[src/rtl/seq_detector_pkg.sv]
// Shared constants for the serial pattern detector and its users.
// The default pattern is also exported so the lab top-level and the bench use the same value.
package seq_detector_pkg;

  localparam int          DEF_PAT_LEN = 4;
  localparam logic [3:0]  PAT_1101    = 4'b1101;
  localparam logic [3:0]  DEF_PATTERN = PAT_1101;
  localparam int          DEF_CNT_W   = 4;

  // Bits needed to hold a fill count in the range 0..pat_len
  function automatic int fill_width(input int pat_len);
    return $clog2(pat_len + 1);
  endfunction

endpackage

[src/rtl/seq_detector_sat_counter.sv]
// Up-counter that pins at all-ones instead of wrapping.
// It has an asynchronous active-low reset and a synchronous clear.
module sat_counter #(
  parameter int W = 4
) (
  input  logic         clk,
  input  logic         rst_n,
  input  logic         clr,
  input  logic         inc,
  output logic [W-1:0] q
);

  localparam logic [W-1:0] CNT_MAX = {W{1'b1}};

  logic [W-1:0] cnt_r;

  // Count on inc, hold at all-ones, clear has priority over inc
  always_ff @(posedge clk or negedge rst_n) begin
    if (!rst_n) begin
      cnt_r <= '0;
    end else if (clr) begin
      cnt_r <= '0;
    end else if (inc && (cnt_r != CNT_MAX)) begin
      cnt_r <= cnt_r + W'(1);
    end else begin
      cnt_r <= cnt_r;
    end
  end

  assign q = cnt_r;

endmodule

[src/rtl/seq_detector.sv]
// Serial pattern monitor: shifts in qualified bits, flags overlapping matches with a
// registered one-cycle hit pulse and keeps a saturating match count.
module seq_detector
  import seq_detector_pkg::*;
#(
  parameter int                 PAT_LEN = DEF_PAT_LEN,
  parameter logic [PAT_LEN-1:0] PATTERN = DEF_PATTERN,
  parameter int                 CNT_W   = DEF_CNT_W
) (
  input  logic             clk,
  input  logic             rst_n,
  input  logic             in_valid,
  input  logic             in_bit,
  input  logic             clr,
  output logic             hit,
  output logic [CNT_W-1:0] hit_cnt,
  output logic             armed
);

  localparam int                FILL_W    = fill_width(PAT_LEN);
  localparam logic [FILL_W-1:0] FILL_MAX  = FILL_W'(PAT_LEN);
  localparam logic [FILL_W-1:0] FILL_GATE = FILL_W'(PAT_LEN - 1);

  logic [PAT_LEN-1:0] history_r;
  logic [FILL_W-1:0]  fill_r;
  logic               hit_r;
  logic               armed_r;

  logic [PAT_LEN-1:0] window_s;
  logic [FILL_W-1:0]  fill_nxt_s;
  logic               accept_s;
  logic               match_s;

  // Next window, saturating fill and match decision for the bit on the inputs now.
  // The fill gate keeps reset zeros from matching patterns that begin with zeros.
  always_comb begin
    window_s = {history_r[PAT_LEN-2:0], in_bit};
    accept_s = in_valid & ~clr;
    if (fill_r == FILL_MAX) begin
      fill_nxt_s = fill_r;
    end else begin
      fill_nxt_s = fill_r + FILL_W'(1);
    end
    if (accept_s && (window_s == PATTERN) && (fill_r >= FILL_GATE)) begin
      match_s = 1'b1;
    end else begin
      match_s = 1'b0;
    end
  end

  // Detector state; idle cycles hold history and fill so gaps never break a partial match
  always_ff @(posedge clk or negedge rst_n) begin
    if (!rst_n) begin
      history_r <= '0;
      fill_r    <= '0;
      hit_r     <= 1'b0;
      armed_r   <= 1'b0;
    end else if (clr) begin
      history_r <= '0;
      fill_r    <= '0;
      hit_r     <= 1'b0;
      armed_r   <= 1'b0;
    end else if (in_valid) begin
      history_r <= window_s;
      fill_r    <= fill_nxt_s;
      hit_r     <= match_s;
      armed_r   <= (fill_nxt_s == FILL_MAX);
    end else begin
      history_r <= history_r;
      fill_r    <= fill_r;
      hit_r     <= 1'b0;
      armed_r   <= armed_r;
    end
  end

  sat_counter #(
    .W (CNT_W)
  ) u_hit_cnt (
    .clk   (clk),
    .rst_n (rst_n),
    .clr   (clr),
    .inc   (match_s),
    .q     (hit_cnt)
  );

  assign hit   = hit_r;
  assign armed = armed_r;

endmodule
[config.mk]
export PLATFORM = sky130hd
export DESIGN_NAME = seq_detector
export DESIGN_NICKNAME = d
export VERILOG_FILES = /design/src/rtl/seq_detector_pkg.sv /design/src/rtl/seq_detector_sat_counter.sv /design/src/rtl/seq_detector.sv
export SDC_FILE = /design/constraint.sdc
export NUM_CORES = 1
export LEC_CHECK = 0
export ABC_AREA = 1
export CORE_UTILIZATION = 30
export DETAILED_ROUTE_END_ITERATION = 6
export PLACE_DENSITY = 0.57
export SLEW_MARGIN = 0
export SYNTH_ARGS = -nofsm -noshare
export SYNTH_HDL_FRONTEND = slang
export SYNTH_SLANG_ARGS = --single-unit
[constraint.sdc]
create_clock -name clk -period 1.3 [get_ports clk]
set_input_delay 0.195 -clock clk [delete_from_list [all_inputs] [get_ports clk]]
set_output_delay 0.195 -clock clk [all_outputs]
set_load 0.05 [all_outputs]
==> summary.txt <==
Cells and area
  – Final Instance Count excl. Fillers: 123
  – Antenna diodes: 0
  – Sequential Area: 304.0 sq um
  – Commonest non-fill, non-tap cell in the layout: nand2_1
  – Layout cells sized above 1: 45.83%
  – Multi-input gate area: 365.4 sq um
  – Nets: 106
  – Most frequent cells in the layout: 11 x nand2_1, 9 x nand2_2, 9 x nand3_1, 9 x dfrtp_1, 9 x buf_4
  – Area growth, synth to finish: 53.60%
  – Fill count: 191

Place
  – Final HPWL DP: 1.084 mm
  – Dpl ws: -0.05342 ns
  – RePlAce Congestion: 0.7736
  – Dpl cells: 119
  – Port Buffers: 10

Power
  – Final Total Pwr: 0.0009999 W
  – Power per standard cell area: 985.4 nW/um^2
  – Leakage: 0.4763 nW
  – Worst IR Drop VDD: 0.5309 mV

Setup path
  – Worst path bufs/invs: 0
  – Stages on the worst setup path: 8
  – Crit path top cell by count: nand2_2
  – Worst R2R End: u_hit_cnt.q[1]$_DFFE_PN0P_
  – Crit-path slowest cell: dfrtp_1
  – Critical setup path kind: reg2reg
  – Critical path origin: fill_r[1]$_DFFE_PN0P_
  – CP top delay family: simple AND/OR/NAND/NOR gates
  – Critical Path RT: 1.47 ns
  – Critical Path Sink: u_hit_cnt.q[1]$_DFFE_PN0P_
  – R2r setup slk: -0.01 ns
  – Worst R2R Start: fill_r[1]$_DFFE_PN0P_
  – Worst-path cell chain: ha_2 > ha_4 > nor2_4 > nand2_2 > nand4_4 > nand2_4 > nand2_2 > nand2_2
  – Delay of the slowest cell on the worst path: 0.40 ns
  – CP Data Arrival Time: 1.49 ns
  – Worst r2r path cells: 8
  – CP endpoint kind: flip-flop
  – CP Launch Type: flip-flop
  – CP max FO: 5

Synthesis
  – Register area share after synthesis: 45.45%
  – Synthesized instance count: 73
  – Syn avg cell area: 9.050 sq um
  – Seq cells post-synth: 12
  – Synth unique cells: 18
  – Net Count, Synth: 82
  – Yosys warning total: 0
  – Post-Syn Area: 660.6 sq um

Clock tree
  – Sink Count: 12
  – CTS Hold Buffers Added: 0
  – Clk_lat worst skew: 0.28 ns
  – CTS buffer count: 3
  – TritonCTS clock tree: yes
  – Reg clk slew, reported paths: 0.08 ns
  – H-tree depth: 1
  – Post-CTS Setup Bufs: 0
  – Clk root buf: clkbuf_4
  – Clk buf depth: 2

STA
  – Minimum clock period: 1.314 ns
  – Worst-Margin Slew: 0.2319 ns
  – Final Hold Fails: 0
  – Clk_skew: 0.003978 ns
  – Setup WS post-layout: -0.01388 ns
  – Tcrit/Tclk final: 101.1%
  – Max-slew headroom: 84.54%
  – Max-slew violations: 0
  – Max Fclk: 0.7611 GHz
  – RSZ-0062 raised after global routing: yes
  – Setup Viol. Count Final: 4

Detailed routing
  – Post-route ant nets: 0
  – 1st-iter DRT viols: 12
  – WL met1: 660 um
  – Drt drc: 0
  – Top layer in use: met4
  – Aggregate routed wire length: 1.542 mm
  – Via density per instance: 4.748
  – DR vias: 584
  – Met3 wire length: 41 um
  – Pre-Repair DR Iteration Count: 4
  – DR WL met2: 808 um
  – Mean routed wirelength per cell: 12.54 um

GRT
  – Global-route wire length before repair: 2.470 mm
  – Gr ovfl total: 0
  – Initial antenna violation count: 0
  – Largest net degree at the start of global routing: 13
  – Vias in the first global route: 597
  – Gr usage total: 13.82%

Die
  – I/O Pins: 11
  – Core area: 2022 sq um
  – Die height: 48.93 um
  – Die X: 48.93 um
  – Rows: 16
  – Die area: 2394 sq um
  – Initial Util: 32.67%

Hold path
  – Worst hold path type: in2async

Status
  – Failing checks: setup timing
  – Outcome: finished, violations left

Job
  – Max Cap Violations: 0
synth_stat cells, drive strengths merged:
library cell	count	area (sq um)
nand2	21	88.84
dfrtp	12	300.3
nand3	9	45.04
inv	8	30.03
nor2	7	41.29
ha	4	50.05
o21ai	4	20.01
o22ai	2	12.51
xor2	2	17.52
and3	1	7.510
bufinv	1	17.52
nand4	1	21.27
xnor2	1	8.760
kinds of logic (layout without fill, tap and decap cells):
family | count (synthesis) | after routing | share of synthesized area, %
buffers and inverters | 9 | 32 | 7.198
AND/OR/NAND/NOR | 39 | 39 | 30.87
flip-flops | 12 | 12 | 45.45
adder cells (fa/ha/maj) | 4 | 4 | 7.576
XOR/XNOR | 3 | 3 | 3.978
AO/OA/AOI/OAI | 6 | 6 | 4.923
metal layers:
layer | track usage [%] | vias to the layer above
li1 | - | 281
met1 | 15.16 | 288
met2 | 23.15 | 11
met3 | 3.115 | 4
met4 | 10.29 | 0
met5 | 0 | -
worst min path at each step:
stage                     cells after the start                     start  slack, ns                          to
final                                         2                     rst_n       0.22    history_r[2]$_DFFE_PN0P_
after global routing                          2                     rst_n       0.23  u_hit_cnt.q[3]$_DFFE_PN0P_
after CTS                                     2                     rst_n       0.22    history_r[2]$_DFFE_PN0P_
after detailed placement                      2  history_r[2]$_DFFE_PN0P_       0.50    history_r[2]$_DFFE_PN0P_
after global placement                        2  history_r[1]$_DFFE_PN0P_       0.50    history_r[2]$_DFFE_PN0P_
after floorplan                               0                     rst_n      -0.10           armed$_DFFE_PN0P_
final cells by class:
cell class | count | share of cell area (%)
Multi-Input combinational cell | 52 | 36.01
Sequential cell | 12 | 29.96
Timing Repair Buffer | 19 | 22.44
Inverter | 9 | 4.686
Clock buffer | 4 | 3.576
Tap cell | 27 | 3.329
per-stage QoR:
stage | TNS (ns) | util (%) | hold WS [ns] | instance area (sq um)
4_1_cts | -0.003249 | 47.83 | 0.2202 | 967.2
3_5_place_dp | -0.2000 | 45.79 | 0.5015 | 925.9
3_3_place_gp | -0.1238 | 45.79 | 0.4957 | 925.9
6_report | -0.03215 | 50.19 | 0.2178 | 1015
2_1_floorplan | 0 | - | -0.1006 | 664.4
5_1_grt | -0.2602 | 50.19 | 0.2285 | 1015
flip-flops by register name (all words and copies together) (netlist names):
signal	flops
fill_r	3
history_r	3
armed	1
hit	1
u_hit_cnt.q	4
report_power, final:
group / internal (W) / switching (W)
clock network: 0.000170 / 0.000135
logic: 0.000132 / 0.000149
registers: 0.000396 / 0.0000179
total: 0.000699 / 0.000301
timing repair:
action,CTS,global route
setup endpoints to repair,5,7
gates resized for setup,3,14
pin swaps,3,5
No activity file was read; power rests on OpenSTA's default activity.
